`src/rtl/conv3x3_window_pkg.sv`:
```
// Shared types and constants for the 3x3 sliding-window block.
// Optional window sum is enabled by the CONV3X3_WINDOW_SUM_EN macro.
package conv_pkg;

  typedef enum logic [0:0] {
    FILL   = 1'b0,
    STREAM = 1'b1
  } state_e;

  // Window slots are row-major, slot 0 = oldest row / oldest column.
  localparam int SLOT_TOP_RIGHT = 2;
  localparam int SLOT_MID_RIGHT = 5;
  localparam int SLOT_CUR       = 8;
  localparam int WIN_SLOTS      = 9;

  // 9 * (2^N - 1) fits in N + 4 bits.
  localparam int SUM_EXTRA_W = 4;

  function automatic int slot_idx(input int row, input int col);
    return row * 3 + col;
  endfunction

endpackage

```
`src/rtl/conv3x3_window_row_delay.sv`:
```
// One-row pixel delay line: Out is the entry written Depth writes ago.
module row_delay #(
    parameter int Depth     = 224,
    parameter int Datawidth = 8
) (
    input  logic                 CLK,
    input  logic                 CLR,
    input  logic                 WE,
    input  logic [Datawidth-1:0] In,
    output logic [Datawidth-1:0] Out
);
    logic [Datawidth-1:0] r_mem [Depth];

    always_ff @(posedge CLK or negedge CLR) begin
        if (!CLR) begin
            for (int i = 0; i < Depth; i++) r_mem[i] <= '0;
        end else if (WE) begin
            r_mem[0] <= In;
            for (int i = 1; i < Depth; i++) r_mem[i] <= r_mem[i-1];
        end
    end

    assign Out = r_mem[Depth-1];
endmodule

```
`src/rtl/conv3x3_window.sv`:
```
// 3x3 neighbourhood extractor over a raster pixel stream (two row delay lines + window array).
// Define CONV3X3_WINDOW_SUM_EN to add the registered Win_Sum output.
module conv3x3_window
    import conv_pkg::*;
#(
    parameter int IMG_Width  = 224,
    parameter int IMG_Height = 224,
    parameter int Datawidth  = 8
) (
    input  logic                          CLK,
    input  logic                          CLR,
    input  logic                          In_Valid,
    input  logic [Datawidth-1:0]          In,
    output logic                          Out_Valid,
    output logic [9*Datawidth-1:0]        Window,
    output logic                          Frame_Done,
`ifdef CONV3X3_WINDOW_SUM_EN
    output logic [Datawidth+SUM_EXTRA_W-1:0] Win_Sum,
`endif
    output state_e                        o_dbg_state
);
    localparam int CW = $clog2(IMG_Width);
    localparam int RW = $clog2(IMG_Height);
    localparam logic [CW-1:0] COL_LAST = CW'(IMG_Width - 1);
    localparam logic [RW-1:0] ROW_LAST = RW'(IMG_Height - 1);

    logic [CW-1:0]        r_col;
    logic [RW-1:0]        r_row;
    state_e               r_state, w_state_next;
    logic                 r_out_valid, r_frame_done;
    logic [Datawidth-1:0] r_win [WIN_SLOTS];
    logic [Datawidth-1:0] w_win_next [WIN_SLOTS];
    logic [Datawidth-1:0] w_line_a, w_line_b;
    logic                 w_row_end, w_frame_end;

    assign w_row_end   = In_Valid && (r_col == COL_LAST);
    assign w_frame_end = w_row_end && (r_row == ROW_LAST);

    row_delay #(.Depth(IMG_Width), .Datawidth(Datawidth)) u_line_a (
        .CLK(CLK), .CLR(CLR), .WE(In_Valid), .In(In), .Out(w_line_a)
    );
    row_delay #(.Depth(IMG_Width), .Datawidth(Datawidth)) u_line_b (
        .CLK(CLK), .CLR(CLR), .WE(In_Valid), .In(w_line_a), .Out(w_line_b)
    );

    always_ff @(posedge CLK or negedge CLR) begin
        if (!CLR) begin
            r_col <= '0;
            r_row <= '0;
        end else if (In_Valid) begin
            if (w_frame_end) begin
                r_col <= '0;
                r_row <= '0;
            end else if (w_row_end) begin
                r_col <= '0;
                r_row <= r_row + 1'b1;
            end else begin
                r_col <= r_col + 1'b1;
            end
        end
    end

    always_ff @(posedge CLK or negedge CLR) begin
        if (!CLR) r_state <= FILL;
        else      r_state <= w_state_next;
    end

    // Rows 0 and 1 only prime the delay lines; windows exist from row 2 on.
    always_comb begin
        w_state_next = r_state;
        case (r_state)
            FILL:    if (w_row_end && r_row == RW'(1)) w_state_next = STREAM;
            STREAM:  if (w_frame_end)                  w_state_next = FILL;
            default: w_state_next = FILL;
        endcase
    end

    always_comb begin
        for (int k = 0; k < WIN_SLOTS; k++) w_win_next[k] = r_win[k];
        if (In_Valid) begin
            for (int r = 0; r < 3; r++) begin
                w_win_next[slot_idx(r, 0)] = r_win[slot_idx(r, 1)];
                w_win_next[slot_idx(r, 1)] = r_win[slot_idx(r, 2)];
            end
            w_win_next[SLOT_TOP_RIGHT] = w_line_b;
            w_win_next[SLOT_MID_RIGHT] = w_line_a;
            w_win_next[SLOT_CUR]       = In;
        end
    end

    // Columns 0/1 would mix pixels from the previous row's tail, so they never qualify.
    always_ff @(posedge CLK or negedge CLR) begin
        if (!CLR) begin
            r_out_valid  <= 1'b0;
            r_frame_done <= 1'b0;
            for (int k = 0; k < WIN_SLOTS; k++) r_win[k] <= '0;
        end else begin
            r_out_valid  <= In_Valid && (r_state == STREAM) && (r_col >= CW'(2));
            r_frame_done <= w_frame_end;
            for (int k = 0; k < WIN_SLOTS; k++) r_win[k] <= w_win_next[k];
        end
    end

    for (genvar g = 0; g < WIN_SLOTS; g++) begin : g_pack
        assign Window[g*Datawidth +: Datawidth] = r_win[g];
    end

    assign Out_Valid   = r_out_valid;
    assign Frame_Done  = r_frame_done;
    assign o_dbg_state = r_state;

`ifdef CONV3X3_WINDOW_SUM_EN
    logic [Datawidth+SUM_EXTRA_W-1:0] w_sum, r_sum;

    always_comb begin
        w_sum = '0;
        for (int k = 0; k < WIN_SLOTS; k++)
            w_sum = w_sum + {{SUM_EXTRA_W{1'b0}}, w_win_next[k]};
    end

    always_ff @(posedge CLK or negedge CLR) begin
        if (!CLR)          r_sum <= '0;
        else if (In_Valid) r_sum <= w_sum;
    end

    assign Win_Sum = r_sum;
`endif
endmodule

```
`config.mk`:
```
export PLATFORM = sky130hd
export DESIGN_NAME = conv3x3_window
export DESIGN_NICKNAME = d
export VERILOG_FILES = /design/src/rtl/conv3x3_window_pkg.sv /design/src/rtl/conv3x3_window_row_delay.sv /design/src/rtl/conv3x3_window.sv
export SDC_FILE = /design/constraint.sdc
export NUM_CORES = 2
export LEC_CHECK = 0
export CAP_MARGIN = 10
export CORE_MARGIN = 2
export CORE_UTILIZATION = 55
export CTS_BUF_LIST = sky130_fd_sc_hd__clkbuf_8 sky130_fd_sc_hd__clkbuf_16
export DETAILED_ROUTE_END_ITERATION = 6
export MAX_ROUTING_LAYER = met4
export PLACE_DENSITY = 0.71
export SYNTH_ARGS = -nofsm -noshare
export SYNTH_HDL_FRONTEND = slang
export SYNTH_SLANG_ARGS = --single-unit
export TNS_END_PERCENT = 50
```
`constraint.sdc`:
```
create_clock -name CLK -period 4 [get_ports CLK]
set_input_delay 0.8 -clock CLK [delete_from_list [all_inputs] [get_ports CLK]]
set_output_delay 0.8 -clock CLK [all_outputs]
set_load 0.005 [all_outputs]
```
==> summary.md <==
| Metric | Value |
|---|---|
| Status | completed |
| Syn_area_per_cell | approximately 17 sq um |
| Iteration-0 DRC Markers | approximately 2,700 |
| Unique masters post-synth | 33 |
| Vias | between 60,000 and 70,000 |
| Fin. Hold Viols | 0 |
| Crit-path max cell delay | approximately 660 ps |
| Final setup viols | 0 |
| Layout net count | ~8,000 |
| Skew-Pair Late Insertion Delay | slightly above 900 ps |
| Worst r2r path cells | 5 |
| Die width | ~500 microns |
| Vias in the first global route | 65,710 |
| Syn_nets | between 7,000 and 8,000 |
| EDFF count, synth | 0 |
| Drt drc | 0 |
| Largest net degree at the start of global routing | roughly 180 |
| Num CTS Buffers | around 380 |
| Async set or reset register ratio after synthesis | 100.0% |
| Combinational share of power | around 4.3% |
| Initial antenna violation count | 2 |
| Clock Root Buffer | clkbuf_16 |
| Slew HR | approximately a third |
| Worst path arrival time | ~2000 ps |
| Most common cell after layout, fill and taps aside | dfrtp_1 |
| CP bufs+invs | 1 |
| Sw power | approximately 0.016 W |
| Cell area power density | between 500 and 600 nW/um^2 |
| Max clock buf depth | 4 |
| CTS tree | done |
| Row count | 181 |
| Crit. End Element | primary output |
| Final Cycle Share | between 60% and 70% |
| Share of the synthesized area in the top cell type | around two thirds |
| RSZ-0062 raised after global routing | no |
| FF-to-FF Start | r_col[1] |
| Max_cap viols | 0 |
| Fmax | about 360 MHz |
| Area contributors post-synth | dfrtp_1 (68%), mux2_2 (30%), buf_2 (1.3%), buf_4 (0.27%), clkbuf_1 (0.15%) |
| Hold endpoint | u_line_b.r_mem[32] |
| Post-Syn Instances | just under 8,000 |
| Sequential element share of the synthesized area | about 68% |
| Worst-Margin Slew | 1027 ps |
| RD Place Congestion | 0.7064 |
| Mapped cell area | approximately 130,000 sq um |
| H-tree levels | 5 |
| CTS sink cnt | 3,627 |
| Gr usage total | about 15% |
| Min Tclk post-route | about 2800 ps |
| Yosys warns | 0 |
| Worst min path class | in -> reg |
| Slew Limit Fails | 0 |
| Peak VDD IR | approximately 370 uV |
| Hold Path Depth | 2 |
| Die height | 497.9 microns |
| Area leader, netlist | dfrtp_1 |
| Leak | 78.08 nW |
| Critical Path Start Type | register |
| Setup Buffers After CTS | 0 |
| Max Clock Skew | around 41 ps |
| WP data required | roughly 3200 ps |
| Final Instance Area | around 150,000 sq um |
| Crit-path cells | clkdlybuf4s50_1 |
| Grt ovf | 0 |
| Area delta synth->final | 12.74% |
| Worst-path maximum fanout | 4 |
| Primary FF master, synth | dfrtp_1 |
| TNS Setup | 0 ps |
| Share of layout cells above drive strength 1 | approximately 53% |
| I/O pin total | 86 |
| Seq cells post-synth | roughly 3,600 |
| Final hold slack | 432.5 ps |
| Hpwl dp | around 97 mm |
| Initial core utilization | between 50 and 60% |
| Worst hold start | In_Valid |
| Master of the slowest instance on the critical path | clkdlybuf4s50_1 |
| Final WL | about 170 mm |
| Reg power frac | 50.5% |
| Avg WL per Cell | 15.10 microns |
| Critical path class | reg -> out |
| Most frequent cells in the layout | dfrtp_1 (3,627), mux2_2 (3,608), clkbuf_16 (382), buf_4 (93), clkbuf_8 (89) |
| Top delay family on crit path | buffers and inverters |
| DIE AREA | roughly 250,000 sq um |
| Reg2reg end | r_row[5] |
| Clock slew at reported path FFs | 60 ps |
| Clock share of power | a little under half |
| Switching fraction of total power | between 20% and 30% |
| Post-place instance area | ~140,000 sq um |
| First-pass GRT wire length | slightly above 300 mm |
| R2r setup slk | between 1500 and 2000 ps |
| Port Buffer Count | 85 |
| Mean number of vias per cell | roughly 5.3 |
| ANT nets after route | 0 |
| P_int | roughly 0.060 W |
| Core Footprint | 243,000 sq um |
| Drt pass-1 iters | 4 |
layer usage:
metal	GRT usage, %	vias to the layer above	part of all wire, %
met1	19.37	31490	46
met5	-	-	0
met4	4.517	0	2.6
met3	2.549	380	3.1
met2	23.55	553	48
li1	-	27690	-
cells in the mapped netlist, types with 4 or more instances:
cell type	instances
dfrtp_1	3627
mux2_2	3608
buf_2	338
clkbuf_1	54
buf_4	48
nand2_1	12
o21ai_0	11
buf_1	10
nor2_1	6
inv_1	5
nand3_1	5
ha_1	4
nand4_1	4
or3_1	4
xnor2_1	4
cell type report:
cell class,count,area [sq um]
Antenna cell,1,2.502
Clock buffer,471,10780
Clock inverter,191,1679
Fill cell,17180,91740
Inverter,5,18.77
Multi-Input combinational cell,3683,41090
Sequential cell,3627,90760
Tap cell,3202,4006
Timing Repair Buffer,245,2915
worst max-delay path by stage:
| stage | start | endpoint | slack (ps) | depth (start not counted) |
|---|---|---|---|---|
| after global placement | In_Valid | r_row[5] | 1140 | 5 |
| after CTS | o_dbg_state | o_dbg_state | 1110 | 1 |
| after floorplan | In_Valid | r_row[5] | 1740 | 6 |
| after global routing | o_dbg_state | o_dbg_state | 1110 | 1 |
| final | o_dbg_state | o_dbg_state | 1200 | 1 |
| after detailed placement | In_Valid | r_row[5] | 1170 | 5 |
logic make-up after synthesis:
logic type,share of synthesized area [%]
adders and majority gates,0.03730
xor gates and xnor gates,0.03264
AOI/OAI and AO/OA,0.08486
muxes,30.28
DFF,67.65
buffers and inverters,1.726
and+or+nand+nor,0.1912
power groups by stage:
stage               clock, W  sequential [W]  combinational, W
floorplan                  0          0.0387           0.00217
global route          0.0370          0.0384           0.00362
detailed placement         0          0.0389           0.00332
global placement           0          0.0389           0.00319
finish                0.0343          0.0383           0.00323
CTS                   0.0355          0.0383           0.00334
metrics by stage:
step | setup WS [ps] | util (%) | power [W] | std cells
after floorplan | 1743 | - | 0.04091 | 7766
after global placement | 1137 | 57.11 | 0.04205 | 10760
after detailed placement | 1167 | 57.11 | 0.04225 | 10760
after CTS | 1112 | 62.25 | 0.07706 | 11420
after global routing | 1113 | 62.25 | 0.07899 | 11430
final | 1202 | 62.25 | 0.07577 | 11430
registers in the layout (all words and copies together) (netlist names), 8 cells and up:
register        count
u_line_b.Out        8
u_line_b.r_mem   1784
u_line_a.r_mem   1784
r_row               8
r_col               8
Window             24
u_line_a.Out        8
repair_timing:
item	CTS	global route
endpoints found under the hold margin	24	0
gates resized for setup	0	0
hold buffers	1	0
Note: power is estimated with default switching activity, not from simulation.
